### config.mk
export PLATFORM = sky130hd
export DESIGN_NAME = i2c_arbiter
export DESIGN_NICKNAME = d
export VERILOG_FILES = /design/src/rtl/i2c_arbiter.sv
export SDC_FILE = /design/constraint.sdc
export NUM_CORES = 1
export LEC_CHECK = 0
export CAP_MARGIN = 20
export CORE_MARGIN = 5
export CORE_UTILIZATION = 24
export CTS_CLUSTER_DIAMETER = 40
export DETAILED_ROUTE_END_ITERATION = 7
export HOLD_SLACK_MARGIN = 0.06
export PLACE_DENSITY = 0.86
export SYNTH_ARGS = -nofsm -noshare
export SYNTH_HDL_FRONTEND = slang
export SYNTH_SLANG_ARGS = --single-unit
export TNS_END_PERCENT = 20
### constraint.sdc
create_clock -name clk -period 1.3 [get_ports clk]
set_input_delay 0.195 -clock clk [delete_from_list [all_inputs] [get_ports clk]]
set_output_delay 0.195 -clock clk [all_outputs]
set_load 0.02 [all_outputs]
### src/rtl/i2c_arbiter.sv
// i2c_arbiter: shares one I2C master between two clients.
//
// Grants the master to one client at a time. While a client owns the master
// its control strobes and transmit byte are steered to the master, and the
// master's handshakes and received byte are steered back to that client only.
// Between owners the arbiter passes through DRAIN until the master reports
// ready. Ties in IDLE go to the client that did not own the master last.
//
// Ports:
//   clk, reset                 clock, asynchronous active-low reset
//   req0/1                     client requests, held for the whole transaction
//   gnt0/1                     registered grants (never both high)
//   start/send/receive0/1      client control strobes
//   datasend0/1                client transmit bytes
//   sended0/1, received0/1     master handshakes, owner only
//   datareceive0/1             received byte, owner only (8'h00 otherwise)
//   m_start/m_send/m_receive   controls to the I2C master
//   m_datasend                 byte to the I2C master
//   m_ready/m_sended/m_received, m_datareceive   status from the I2C master
//   busy                       arbiter not in IDLE
//   owner                      index of the granted (or last granted) client
//   timeout                    one-cycle pulse on a forced release
//
// Build option: define I2C_ARB_TIMEOUT_EN to enable the inactivity timer that
// forcibly releases an owner after TIMEOUT_CYCLES idle cycles in OWN.

module i2c_arbiter #(
  parameter logic [15:0] TIMEOUT_CYCLES = 16'd50000
) (
  input  logic       clk,
  input  logic       reset,
  input  logic       req0,
  input  logic       req1,
  output logic       gnt0,
  output logic       gnt1,
  input  logic       start0,
  input  logic       start1,
  input  logic       send0,
  input  logic       send1,
  input  logic       receive0,
  input  logic       receive1,
  input  logic [7:0] datasend0,
  input  logic [7:0] datasend1,
  output logic       sended0,
  output logic       sended1,
  output logic       received0,
  output logic       received1,
  output logic [7:0] datareceive0,
  output logic [7:0] datareceive1,
  output logic       m_start,
  output logic       m_send,
  output logic       m_receive,
  output logic [7:0] m_datasend,
  input  logic       m_ready,
  input  logic       m_sended,
  input  logic       m_received,
  input  logic [7:0] m_datareceive,
  output logic       busy,
  output logic       owner,
  output logic       timeout
);

  localparam logic [1:0] ST_IDLE  = 2'b00;
  localparam logic [1:0] ST_OWN   = 2'b01;
  localparam logic [1:0] ST_DRAIN = 2'b10;

  logic [1:0] state_q, state_d;
  logic [1:0] gnt_q, gnt_d;
  logic       owner_q, owner_d;
  logic       last_owner_q, last_owner_d;
  logic       timeout_q, timeout_d;
  logic [1:0] req_v;
  logic       win;
  logic       owner_req;

  // Mux the owner's controls to the master; grants only exist in OWN, so
  // everything is 0 in IDLE/DRAIN and during reset.
  always_comb begin
    m_start    = 1'b0;
    m_send     = 1'b0;
    m_receive  = 1'b0;
    m_datasend = 8'h00;
    if (gnt_q[0]) begin
      m_start    = start0;
      m_send     = send0;
      m_receive  = receive0;
      m_datasend = datasend0;
    end else if (gnt_q[1]) begin
      m_start    = start1;
      m_send     = send1;
      m_receive  = receive1;
      m_datasend = datasend1;
    end
  end

  // Route master returns to the owner only.
  assign sended0      = m_sended & gnt_q[0];
  assign sended1      = m_sended & gnt_q[1];
  assign received0    = m_received & gnt_q[0];
  assign received1    = m_received & gnt_q[1];
  assign datareceive0 = gnt_q[0] ? m_datareceive : 8'h00;
  assign datareceive1 = gnt_q[1] ? m_datareceive : 8'h00;

  assign gnt0    = gnt_q[0];
  assign gnt1    = gnt_q[1];
  assign busy    = (state_q != ST_IDLE);
  assign owner   = owner_q;
  assign timeout = timeout_q;

`ifdef I2C_ARB_TIMEOUT_EN
  logic [15:0] timer_q, timer_d;
  logic [1:0]  blk_q, blk_d;
  logic        activity_c;

  assign activity_c = m_start | m_send | m_receive | m_sended | m_received;
  // A timed-out client stays blocked until its request is seen low.
  assign req_v      = {req1, req0} & ~blk_q;
`else
  logic unused_timeout_cfg;

  assign unused_timeout_cfg = ^TIMEOUT_CYCLES;
  assign req_v              = {req1, req0};
`endif

  assign owner_req = owner_q ? req1 : req0;

  // Next-state logic for IDLE -> OWN -> DRAIN -> IDLE.
  always_comb begin
    state_d      = state_q;
    gnt_d        = gnt_q;
    owner_d      = owner_q;
    last_owner_d = last_owner_q;
    timeout_d    = 1'b0;
    win          = 1'b0;
`ifdef I2C_ARB_TIMEOUT_EN
    timer_d      = 16'd0;
    blk_d        = blk_q & {req1, req0};
`endif
    case (state_q)
      ST_IDLE: begin
        gnt_d = 2'b00;
        if (m_ready && (req_v != 2'b00)) begin
          // On a tie the client that did not own the master last wins.
          win     = (req_v == 2'b11) ? ~last_owner_q : req_v[1];
          state_d = ST_OWN;
          gnt_d   = win ? 2'b10 : 2'b01;
          owner_d = win;
        end
      end
      ST_OWN: begin
        if (!owner_req) begin
          state_d      = ST_DRAIN;
          gnt_d        = 2'b00;
          last_owner_d = owner_q;
        end
`ifdef I2C_ARB_TIMEOUT_EN
        else if ((timer_q == TIMEOUT_CYCLES - 16'd1) && !activity_c) begin
          state_d        = ST_DRAIN;
          gnt_d          = 2'b00;
          last_owner_d   = owner_q;
          timeout_d      = 1'b1;
          blk_d[owner_q] = 1'b1;
        end else begin
          timer_d = activity_c ? 16'd0 : timer_q + 16'd1;
        end
`endif
      end
      ST_DRAIN: begin
        gnt_d = 2'b00;
        if (m_ready) begin
          state_d = ST_IDLE;
        end
      end
      default: begin
        state_d = ST_IDLE;
        gnt_d   = 2'b00;
      end
    endcase
  end

  // State registers.
  always_ff @(posedge clk or negedge reset) begin
    if (!reset) begin
      state_q      <= ST_IDLE;
      gnt_q        <= 2'b00;
      owner_q      <= 1'b0;
      last_owner_q <= 1'b1;
      timeout_q    <= 1'b0;
    end else begin
      state_q      <= state_d;
      gnt_q        <= gnt_d;
      owner_q      <= owner_d;
      last_owner_q <= last_owner_d;
      timeout_q    <= timeout_d;
    end
  end

`ifdef I2C_ARB_TIMEOUT_EN
  // Inactivity timer and per-client block flags.
  always_ff @(posedge clk or negedge reset) begin
    if (!reset) begin
      timer_q <= 16'd0;
      blk_q   <= 2'b00;
    end else begin
      timer_q <= timer_d;
      blk_q   <= blk_d;
    end
  end
`endif

endmodule

Word-level counts from Yosys, hierarchy flattened --
Index checks and enable logic that the tools add are counted.
Operators by class: equality and inequality tests 6, muxes and demuxes 20, bitwise logic cells 6, reduce and logical (&&, ||, !) cells 7
Operator list (count):
- 2-to-1 mux 8 bit | 4
- 2-to-1 mux 2 bit | 6
- 2-to-1 mux 1 bit | 8
- != test 2 bit, second input constant | 3
- case mux 2 bit (3 select lines) | 1
- AND 1 bit | 4
- equality test 2 bit, second input constant | 2
- case mux 2 bit (2 select lines) | 1
- AND reduction 2 bit | 2
- nonzero test 2 bit | 2
- AND reduction 3 bit | 1
- equality test 2 x 1 -> 1 bit, second input constant | 1
- logical NOT 2 bit | 1
- NOT 1 bit | 2
- logical AND 1 bit | 1
Storage, ports and cells: output and inout bits 36, word-level logic and storage cells 43, flip-flop bits (word level) 6

Logic depth before layout (Yosys ltp) --
Gate-level depths: netlist of run 1.
depth after elaboration 5, depth in mapped cells 4

Least setup slack after synthesis of run 1 --
Ideal clock, no wire load.
path kind reg2out, start reg gnt_q[0], end out m_datasend[1], buffers on the path 2, data arrival time 1277 ps, stages on the path, launching flop included 4, setup slack -172 ps, data required time 1105 ps, path through dfrtp_1 buf_4 buf_2 o21ai_0
Between the ends: longest elaborated chain between the ends 1
RTL lines:
- start: declaration | RTL line 68 | logic [1:0] gnt_q, gnt_d;
- start signal: assignment | RTL line 191 | gnt_q <= gnt_d;
- 2-to-1 mux 8 bit | RTL line 83 | if (gnt_q[0]) begin
- end: declaration | RTL line 53 | output logic [7:0] m_datasend,
Every way passes these cells.

Worst setup path in the final report of run 1 --
start reg gnt_q[0], end out m_datasend[0]
Same word-level chain as after synthesis.

==> results by stage, run 1 <==
Detailed routing:
- The first detailed-routing pass ran for 4 iterations.
- The detailed-route wire length on metal 1 is 1.11 mm.
- The detailed router finished its first iteration with 21 violations.
- The routed design uses 1.48 mm of met2 wire.
- The number of nets still failing antenna checks after routing is 0.
- Detailed routing inserted a total of 833 vias.
- Routed signal wires occupy layers up through met4.
- Dividing the detail-routed wire length by the instance count gives ~17 um.
- The DRC violation count after routing is 0.
- The sum of routed wire length over all layers is 2.91 mm.
- The length of routed met3 wiring is around 290 um.
- After detailed routing, the number of vias per cell comes to 4.73.

Placed design:
- Including well taps, the total number of placed cells is 170.
- In this run the tool buffered the top-level ports with 71 buffer cells.
- Once detailed placement completed, the half-perimeter wirelength came to 2.35 mm.
- The area of placed instances is 0.00134 mm2.
- The congestion estimate from routability-driven global placement came to around 0.89.

Finish:
- After routing the design area is 0.00138 mm2.
- At the end of the flow, the number of nets in the layout was about 190.
- The fraction of layout instances using a drive strength above 1 is a little over two fifths.
- The area growth from synthesis to layout is 152%.
- The number of antenna diodes in the final layout is 0.
- The count of cells in the finished layout, fillers not included, comes to roughly 180.

Pwr:
- Per report_power, the combinational group accounts for 72.3% of the total.
- The share of total power dissipated in the clock network is 9.5%.
- The cell-internal power is 1.15 mW.
- The analysis attributes to net switching a power of a little under 900 uW.
- Across the VDD grid, the largest voltage drop is between 700 and 800 uV.
- The share of total power dissipated in sequential elements is 18.2%.
- In this run switching power makes up a little over two fifths of total power.
- The total leakage power is ~0.66 nW.
- The power density over cell area is 1460 mW/mm2.

Logic synthesis:
- Yosys printed 0 warnings.
- By area the synthesized netlist is led by sky130_fd_sc_hd__and2_1 (23%), sky130_fd_sc_hd__dfrtp_1 (23%), sky130_fd_sc_hd__a22o_1 (14%).
- Of the post-synthesis cell area, the dominant cell type holds between 20 and 25%.
- The commonest cells after synthesis are sky130_fd_sc_hd__and2_1 (20), sky130_fd_sc_hd__a22o_1 (9), sky130_fd_sc_hd__nand2_1 (6), sky130_fd_sc_hd__dfrtp_1 (5), sky130_fd_sc_hd__o21ai_0 (5).
- In the synthesized netlist the async set-or-reset flop fraction comes to 100%.
- The cell count after synthesis came out at 68.
- The number of nets in the synthesized netlist is 105.
- The number of flip-flops and latches in the synthesized netlist is 6.
- Among all cell types in the netlist, the one instantiated most often is sky130_fd_sc_hd__and2_1.
- The share of the Yosys chip area taken by registers is between 20 and 30%.
- After synthesis, the mean cell area works out to just over 8 um2.
- For this run, the leading register cell type out of synthesis is sky130_fd_sc_hd__dfrtp_1.
- The largest area contributor in the netlist is sky130_fd_sc_hd__and2_1.
- Yosys mapped a number of flops with a built-in enable equal to 0.
- After synthesis the cells add up to 548 um2.
- Yosys mapped the design onto 21 distinct sky130hd cell types.

Clocking:
- The clock slew seen by the registers of the worst setup and hold paths is roughly 0.050 ns.
- The deepest clock path buffer count is 2.
- In this run the number of H-tree levels came out at 1.
- Clock tree synthesis selected as its root buffer the cell sky130_fd_sc_hd__clkbuf_4.
- The TritonCTS clock tree is built.
- Buffers inserted during clock tree synthesis total 3.
- The number of sinks on the clock net is 6.
- The clock insertion delay at the later pin of the skew report is 0.25 ns.

Floorplanning:
- The area of the core is 0.00219 mm2.
- The area of the die is 0.00334 mm2.
- The die extent in y is 57.8 um.
- The number of I/O pins is 73.
- From left edge to right edge, the die measures 57.8 um.
- Once the floorplan was initialized, standard cells occupied 25.0% of the core.
- Row generation in the floorplan step produced 17 rows.

Global routing:
- The initial antenna violation count is 0.
- The global-route total usage across every layer is 17.1%.
- The first global-routing pass estimated 4.40 mm of wire.
- Entering global routing, the biggest net connects 14 pins.
- The total global routing overflow is 0.
- The via count of the first global-routing pass came to 846.

STA:
- The final period demand of the worst path is 1.47 ns.
- Setup violations remaining at the end of the flow were counted as 22.
- Setup repair after global routing could not meet its margin everywhere.
- The total count of hold-check failures in the final report is 0.
- The worst clock skew on the final layout is 0.00836 ns.
- The fraction of the cycle the final worst path needs is 113%.
- The final number of max-transition violations came to 0.
- The setup slack of the critical path after layout is -0.167 ns.
- The top achievable clock speed is 0.682 GHz.

Setup path:
- The worst setup path is of the reg -> out kind.
- The data arrival time of the critical path is 1.27 ns.
- The worst setup path is launched from a flip-flop.
- STA classifies the critical path endpoint as a primary output.
- The critical path required time is 1.11 ns.
- Along the worst path, the maximum fanout reaches 9.

Min path:
- The worst hold path belongs to the class in -> async.

Status:
- The flow ran to the end, but the final reports show violations.
- The final reports fail on negative setup slack.

Job:
- The number of maximum-capacitance violations is 0.
final timing paths:
check / endpoint / depth (start not counted) / slack (ns) / start
min in group clk: last_owner_q$_DFFE_PN1P_ / 2 / 0.51 / last_owner_q$_DFFE_PN1P_
max in group asynchronous: last_owner_q$_DFFE_PN1P_ / 1 / 0.84 / reset
setup reg to reg: gnt_q[0]$_DFFE_PN0P_ / 4 / 0.18 / state_q[1]$_DFFE_PN0P_
hold / removal: owner$_DFFE_PN0P_ / 1 / 0.18 / reset
setup / recovery: m_datasend[0] / 3 / -0.17 / gnt_q[0]$_DFFE_PN0P_
hold reg to reg: last_owner_q$_DFFE_PN1P_ / 2 / 0.51 / last_owner_q$_DFFE_PN1P_
cells by family after synthesis:
family,Yosys count,synth area share (%)
simple gates,32,34.5
compound gates,20,28.1
buf+inv,8,7.08
flops,6,27.6
mux,1,2.05
other cells,1,0.684
per-layer routing:
layer / vias to the layer above / track usage, %
met1: 387 / 18.0
met3: 2 / 4.23
met4: 0 / 5.96
met5: - / 0
met2: 48 / 32.6
li1: 396 / -
through the flow:
stage	hold WS, ns	total power [mW]	utilization, %	setup WS (ns)	setup TNS (ns)
2_1_floorplan	-0.101	0.998	-	-0.0162	-0.0324
3_3_place_gp	0.457	1.72	61.1	-0.323	-9.31
3_5_place_dp	0.463	1.76	61.1	-0.374	-10.63
4_1_cts	0.193	1.91	59.3	-0.182	-2.55
5_1_grt	0.200	2.15	63.0	-0.211	-3.23
6_report	0.182	2.02	63.0	-0.167	-2.24
what timing repair did:
item                                    4_1_cts  5_1_grt
resized for setup                           159       27
hold buffers                                  0        0
cloned                                        2        0
pin swaps                                     2        2
setup buffers                                 0        0
endpoints found under the setup margin       35       27
registers in the layout, summed over array words and instances, names as in the netlist:
signal	count
state_q	2
owner	1
last_owner_q	1
gnt_q	2
critical path, stage by stage (launching register included):
cell	delay (ns)
sky130_fd_sc_hd__dfrtp_2	0.49
sky130_fd_sc_hd__buf_12	0.17
sky130_fd_sc_hd__a22o_1	0.20
sky130_fd_sc_hd__buf_2	0.16
power by group through the flow:
stage	sequential (mW)	combinational (mW)	clock (mW)
2_1_floorplan	0.361	0.636	0
3_3_place_gp	0.340	1.38	0
3_5_place_dp	0.347	1.41	0
4_1_cts	0.363	1.35	0.197
5_1_grt	0.384	1.55	0.214
6_report	0.367	1.46	0.191
cell type report:
| cell class | instances | area, um2 |
|---|---|---|
| flip-flops and latches | 6 | 153 |
| multi-input cells | 55 | 399 |
| fillers | 188 | 810 |
| repair buffers | 80 | 757 |
| well taps | 28 | 35.0 |
| clock buffers | 4 | 26.3 |
| inverters | 3 | 11.3 |
placed cells by master (no fill, tap or decap), drive strengths merged, types with 2 or more instances in the layout:
master	n
nor2	3
nand2	6
dfrtp	5
inv	3
clkbuf	4
dlygate4sd2	2
buf	40
clkdlybuf4s50	36
o22ai	2
nand2b	3
and2	20
clkdlybuf4s15	2
o21ai	5
a22o	9
Power figures use the tool's default switching activity.
==> inputs of run 2 (changes only) <==
--- a/config.mk
+++ b/config.mk
@@ -9,8 +9,10 @@
 export CORE_MARGIN = 5
 export CORE_UTILIZATION = 24
 export CTS_CLUSTER_DIAMETER = 40
+export CTS_CLUSTER_SIZE = 30
 export DETAILED_ROUTE_END_ITERATION = 7
 export HOLD_SLACK_MARGIN = 0.06
+export MAX_ROUTING_LAYER = met4
 export PLACE_DENSITY = 0.86
 export SYNTH_ARGS = -nofsm -noshare
 export SYNTH_HDL_FRONTEND = slang
==> results by stage, run 2 (synthesis gave the netlist of run 1 again) <==
Status:
- The flow ran to the end, but the final reports show violations.
- The final reports fail on negative setup slack.

Global routing:
- The total global routing overflow is 0 (unchanged).
- The pin count of the biggest net entering global routing was 14 (unchanged).
- The wire length of the first global-routing pass is 4.40 mm (unchanged).
- The via count of the first global-routing pass is 846 (unchanged).
- The initial antenna violation count was 0 (unchanged).
- The global-route total usage across every layer came to 17.6% (+0.51 points).

Finish:
- The synthesis-to-layout area growth is 152% (unchanged).
- The library cell used most frequently in the layout, excluding fill and tap cells, is sky130_fd_sc_hd__clkdlybuf4s50_1.
- The antenna diode count was 0 (unchanged).
- The area of all placed cells without fillers is 0.00138 mm2 (unchanged).
- The fraction of layout instances using a drive strength above 1 is 42.6% (unchanged).
- The net count of the finished layout is 186 (unchanged).
- The top cell types in the final layout, fill and taps aside, are sky130_fd_sc_hd__clkdlybuf4s50_1 (36), sky130_fd_sc_hd__buf_6 (20), sky130_fd_sc_hd__buf_2 (12), sky130_fd_sc_hd__and2_1 (10), sky130_fd_sc_hd__and2_4 (10).
- In the final layout, the registers with the most flip-flops are gnt_q (2), state_q (2).

Placed design:
- The area of placed instances is 0.00134 mm2 (unchanged).
- The final HPWL from detailed placement is 2.35 mm (unchanged).
- The final weighted congestion of routability-driven global placement is 0.909 (+1.7%).
- The count of input and output buffers came to 71 (unchanged).

Floorplanning:
- The die extent in y is 57.8 um (unchanged).
- The die outline width is 57.8 um (unchanged).
- The area of the die is 0.00334 mm2 (unchanged).
- The initial core utilization is 25.0% (unchanged).
- The area of the core was 0.00219 mm2 (unchanged).
- The floorplan row count is 17 (unchanged).
- The number of I/O pins was 73 (unchanged).

STA:
- The worst clock skew on the final layout is 0.00836 ns (unchanged).
- The setup slack of the critical path after layout is -0.167 ns (-0.00000100 ns).
- Setup repair after global routing could not meet its margin everywhere.
- The final number of max-transition violations is 0 (unchanged).
- The total count of hold-check failures in the final report is 0 (unchanged).
- The fraction of the cycle the final worst path needs is 113% (about the same).
- The final period demand of the worst path is 1.47 ns (+0.00000100 ns).
- The final-report setup violation count is 22 (unchanged).
- The top achievable clock speed was 0.682 GHz (unchanged).

Setup path:
- The largest individual stage delay along the critical path comes from the cell sky130_fd_sc_hd__dfrtp_2.
- The critical path buffer and inverter count is 2 (unchanged).
- The kind of critical path is reg -> out.
- The data arrival time of the critical path is 1.27 ns (about the same).
- The worst setup path is launched from a flip-flop.
- The critical path required time is 1.11 ns (about the same).
- The worst reg2reg path depth is 4 (unchanged).
- The endpoint of the worst-slack reg-to-reg timing path is gnt_q[0]$_DFFE_PN0P_.
- The worst reg-to-reg setup slack is 0.18 ns (about the same).
- The critical-path maximum fanout is 9 (unchanged).
- The startpoint identified for the worst register-to-register timing path is state_q[1]$_DFFE_PN0P_.
- The critical path goes through buf_12 > a22o_1 > buf_2.
- The worst setup path is captured at a primary output.
- The worst stage delay on the critical path is 0.49 ns (about the same).
- Broken down by cell family, the worst path's largest delay share belongs to flip-flops.

Pwr:
- The overall power of the completed layout was 2.02 mW (unchanged).
- The power density over cell area came to 1460 mW/mm2 (unchanged).
- The peak ir drop on the vdd network came to 786 uV (unchanged).
- The total leakage power is 0.659 nW (unchanged).

Detailed routing:
- The DRC violation count after routing is 0 (unchanged).
- The sum of routed wire length over all layers is 2.91 mm (unchanged).
- The number of nets still failing antenna checks after routing is 0 (unchanged).
- The number of detailed-routing iterations run before antenna repair is 4 (unchanged).
- The via density per instance is 4.73 (unchanged).
- The total number of vias is 833 (unchanged).
- The routed length per instance is 16.5 um (unchanged).
- The starting DRC count in detailed routing was 21 (unchanged).

Clocking:
- The number of hold-repair buffers added at the cts stage is 0 (unchanged).
- The number of buffers created by CTS is 3 (unchanged).
- The clock insertion delay at the later pin of the skew report was 0.25 ns (about the same).
- The clock slew seen by the registers of the worst setup and hold paths is 0.05 ns (about the same).
- The deepest clock path buffer count was 2 (unchanged).
- The number of sinks on the clock net is 6 (unchanged).
- The root buffer cell chosen for the clock tree is sky130_fd_sc_hd__clkbuf_4.
- The buffer count from post-CTS setup fixing is 0 (unchanged).
- TritonCTS built the clock tree.
- The total number of H-tree levels is 1 (unchanged).

Min path:
- The worst hold path class is in -> async.

Job:
- The number of maximum-capacitance violations is 0 (unchanged).
[run 2: cell counts in the layout (fill, tap and decap cells not counted)]
No cell type changed its count.
[run 2: where the power goes]
part           internal (mW)  switching [mW]  leakage (nW)
Clock                  0.117          0.0746        0.0150
Combinational          0.761           0.697         0.569
Sequential             0.274          0.0930        0.0746
[run 2: layout make-up]
| cell class | count | area [um2] |
|---|---|---|
| Clock buffer | 4 | 26.3 |
| Timing Repair Buffer | 80 | 757 |
| Sequential cell | 6 | 153 |
| Inverter | 3 | 11.3 |
| Tap cell | 28 | 35.0 |
| Multi-Input combinational cell | 55 | 399 |
| Fill cell | 188 | 810 |
[run 2: worst max-delay path by stage]
stage	depth (start not counted)	end	slack (ns)	start
4_1_cts	3	m_datasend[3]	-0.18	gnt_q[0]$_DFFE_PN0P_
3_3_place_gp	4	m_datasend[1]	-0.32	datasend1[1]
2_1_floorplan	3	m_datasend[1]	-0.02	gnt_q[0]$_DFFE_PN0P_
5_1_grt	3	m_receive	-0.21	gnt_q[0]$_DFFE_PN0P_
6_report	3	m_datasend[0]	-0.17	gnt_q[0]$_DFFE_PN0P_
3_5_place_dp	3	datareceive0[3]	-0.37	gnt_q[0]$_DFFE_PN0P_
[run 2: repair_timing]
| item | in CTS | in global routing |
|---|---|---|
| endpoints found under the setup margin | 35 | 27 |
| pin swaps | 2 | 2 |
| hold endpoints to repair | 0 | 0 |
| gates resized for setup | 159 | 27 |
| gates cloned | 2 | 0 |
[run 2: metal layers]
layer / wire length [um] / global-route usage (%) / share of wire [%] / vias to the layer above
met2: 1480 / 32.6 / 51 / 48
met4: 25 / 5.96 / 0.86 / 0
met1: 1120 / 18.1 / 38 / 387
li1: - / - / - / 396
met3: 282 / 4.01 / 9.7 / 2
met5: 0 / - / 0 / -
[run 2: per-stage QoR]
step / setup slack (ns) / setup TNS (ns) / utilization [%] / hold WS [ns] / instances
after CTS: -0.182 / -2.55 / 59.3 / 0.193 / 176
after floorplan: -0.0162 / -0.0324 / - / -0.101 / 68
final: -0.167 / -2.24 / 63.0 / 0.182 / 176
after detailed placement: -0.374 / -10.63 / 61.1 / 0.463 / 170
after global placement: -0.323 / -9.31 / 61.1 / 0.457 / 170
after global routing: -0.211 / -3.23 / 63.0 / 0.200 / 176
==> inputs of run 3 (changes only) <==
--- a/config.mk
+++ b/config.mk
@@ -11,9 +11,11 @@
 export CTS_CLUSTER_DIAMETER = 40
 export CTS_CLUSTER_SIZE = 30
 export DETAILED_ROUTE_END_ITERATION = 7
+export GPL_TIMING_DRIVEN = 0
 export HOLD_SLACK_MARGIN = 0.06
 export MAX_ROUTING_LAYER = met4
 export PLACE_DENSITY = 0.86
+export RECOVER_POWER = 100
 export SYNTH_ARGS = -nofsm -noshare
 export SYNTH_HDL_FRONTEND = slang
 export SYNTH_SLANG_ARGS = --single-unit
==> results by stage, run 3 (synthesis gave the netlist of run 1 again) <==
Global routing:
- The pin count of the biggest net entering global routing is 11 (-3).
- The total global routing overflow is 0 (unchanged).
- The wire length of the first global-routing pass is 4.37 mm (-0.64%).
- The initial antenna violation count is 0 (unchanged).
- The via count of the first global-routing pass was 812 (-4.0%).
- The global-route total usage across every layer came to 17.3% (-0.37 points).

Setup path:
- The kind of cell adding the most delay to the critical path is buffers and inverters.
- The kind of critical path is reg -> out.
- STA classifies the critical path endpoint as a primary output.
- The worst register-to-register path begins at owner$_DFFE_PN0P_.
- The data arrival time of the critical path came to 1.27 ns (about the same).
- The worst reg-to-reg setup slack was 0.23 ns (+0.05 ns).
- The critical path required time was 1.11 ns (about the same).
- The endpoint of the worst-slack reg-to-reg timing path is gnt_q[0]$_DFFE_PN0P_.
- The worst stage delay on the critical path was 0.37 ns (-0.12 ns).
- STA classifies the critical path startpoint as a flip-flop.
- The critical path buffer and inverter count is 3 (+1).
- The worst reg2reg path depth was 3 (-1).
- The critical-path maximum fanout is 8 (-1).
- The library cell contributing the largest single delay on the critical path is sky130_fd_sc_hd__dfrtp_1.
- Walking the worst path, the cells encountered are buf_6 > buf_6 > a22o_1 > buf_6.
- By instance count, the cell type seen most on the critical path is sky130_fd_sc_hd__buf_6.

Status:
- The run finished, with violations left.
- The checks that failed: negative setup slack.

Clocking:
- The clock insertion delay at the later pin of the skew report is 0.25 ns (about the same).
- The number of sinks on the clock net is 6 (unchanged).
- The total number of H-tree levels is 1 (unchanged).
- The number of buffers created by CTS is 3 (unchanged).
- TritonCTS built the clock tree.
- The clock slew seen by the registers of the worst setup and hold paths is 0.05 ns (about the same).
- The cell chosen for the clock root is sky130_fd_sc_hd__clkbuf_4.
- The deepest clock path buffer count is 2 (unchanged).

Finish:
- The antenna diode count came to 0 (unchanged).
- The net count of the finished layout was 184 (-1.1%).
- The fraction of the core area covered by cells at the end of the flow is 60.9% (-2.2 points).
- Leaving out fill and tap cells, the most frequent cells in the layout are sky130_fd_sc_hd__clkdlybuf4s50_1 (34), sky130_fd_sc_hd__buf_6 (15), sky130_fd_sc_hd__and2_1 (13), sky130_fd_sc_hd__buf_2 (12), sky130_fd_sc_hd__buf_4 (10).
- The final instance count without filler cells was 174 (-1.1%).
- The largest registers in the layout are gnt_q (2), state_q (2).
- The fraction of layout instances using a drive strength above 1 is 38.4% (-4.2 points).
- Compared with the post-synthesis result, the final layout area differs by 143%.
- The library cell used most frequently in the layout, excluding fill and tap cells, is sky130_fd_sc_hd__clkdlybuf4s50_1.

Floorplanning:
- The die extent in y is 57.8 um (unchanged).
- The number of I/O pins is 73 (unchanged).
- The area of the core is 0.00219 mm2 (unchanged).
- The initial core utilization is 25.0% (unchanged).
- The area of the die was 0.00334 mm2 (unchanged).
- The floorplan row count came to 17 (unchanged).
- The die outline width is 57.8 um (unchanged).

Min path:
- The worst hold path class is in -> async.

STA:
- The final period demand of the worst path is 1.46 ns (-0.00244 ns).
- The total count of hold-check failures in the final report came to 0 (unchanged).
- The top achievable clock speed is 0.683 GHz (+0.17%).
- The worst clock skew on the final layout is 0.000628 ns (-0.00774 ns).
- Setup repair after global routing could not meet its margin everywhere.
- The fraction of the cycle the final worst path needs is 113% (-0.19 points).
- The setup slack of the critical path after layout was -0.164 ns (+0.00244 ns).
- The final number of max-transition violations is 0 (unchanged).
- The final-report setup violation count came to 29 (+32%).

Placed design:
- The count of input and output buffers is 71 (unchanged).
- The number of placed cells counting well taps came to 167 (-1.8%).
- The final weighted congestion of routability-driven global placement was 0.866 (-4.7%).

Job:
- The number of maximum-capacitance violations is 0 (unchanged).

Pwr:
- The peak ir drop on the vdd network was 1040 uV (+33%).
- The power density over cell area is 1410 mW/mm2 (-3.6%).
- The total leakage power is 0.645 nW (-2.1%).

Detailed routing:
- The DRC violation count after routing is 0 (unchanged).
- The starting DRC count in detailed routing came to 32 (+52%).
- The number of detailed-routing iterations run before antenna repair is 4 (unchanged).
- The number of nets still failing antenna checks after routing is 0 (unchanged).
- The total number of vias is 800 (-4.0%).
- The via density per instance came to 4.60 (-2.9%).
- The routed length per instance is 16.2 um (-2.3%).
- The sum of routed wire length over all layers is 2.81 mm (-3.4%).
[run 3: what timing repair did]
action / 4_1_cts / 5_1_grt
pin swaps: 2 / 1
buffers inserted: 1 / 0
hold buffers: 0 / 0
cloned: 1 / 1
setup endpoints to repair: 35 / 31
gates resized for setup: 160 / 26
[run 3: report_power, final]
group          internal (mW)  total (mW)  switching [mW]
Combinational          0.656        1.34           0.682
Sequential             0.273       0.350          0.0769
Clock                  0.117       0.189          0.0727
[run 3: worst max-delay path by stage]
stage                          from  cells past startpoint  slack (ns)              end
3_5_place_dp   gnt_q[0]$_DFFE_PN0P_                      4       -0.49  datareceive0[5]
6_report       gnt_q[0]$_DFFE_PN0P_                      4       -0.16    m_datasend[5]
4_1_cts        gnt_q[0]$_DFFE_PN0P_                      4       -0.18    m_datasend[0]
3_3_place_gp   gnt_q[0]$_DFFE_PN0P_                      4       -0.46  datareceive0[1]
2_1_floorplan  gnt_q[0]$_DFFE_PN0P_                      3       -0.02    m_datasend[1]
5_1_grt        gnt_q[0]$_DFFE_PN0P_                      4       -0.21    m_datasend[5]
[run 3: per-layer routing]
layer  wire (um)  track usage [%]
met2        1340             28.9
met1        1120             19.6
met4          12             3.97
met3         333             6.24
met5           0                -
[run 3: through the flow]
stage          hold slack (ns)  power, mW  TNS [ns]  setup slack (ns)  cell area [um2]
2_1_floorplan           -0.101      0.998   -0.0324           -0.0162              548
3_3_place_gp             0.454       1.60    -11.78            -0.461             1290
3_5_place_dp             0.456       1.63    -12.74            -0.488             1290
4_1_cts                  0.185       1.78     -2.95            -0.179             1250
5_1_grt                  0.263       2.01     -3.93            -0.214             1330
6_report                 0.258       1.88     -2.47            -0.164             1330
[run 3: final cells by class]
cell class / count / area [um2]
Buffer: 5 / 58.8
Clock buffer: 4 / 26.3
Fill cell: 189 / 857
Inverter: 3 / 11.3
Multi-Input combinational cell: 55 / 389
Sequential cell: 6 / 153
Tap cell: 28 / 35.0
Timing Repair Buffer: 73 / 661
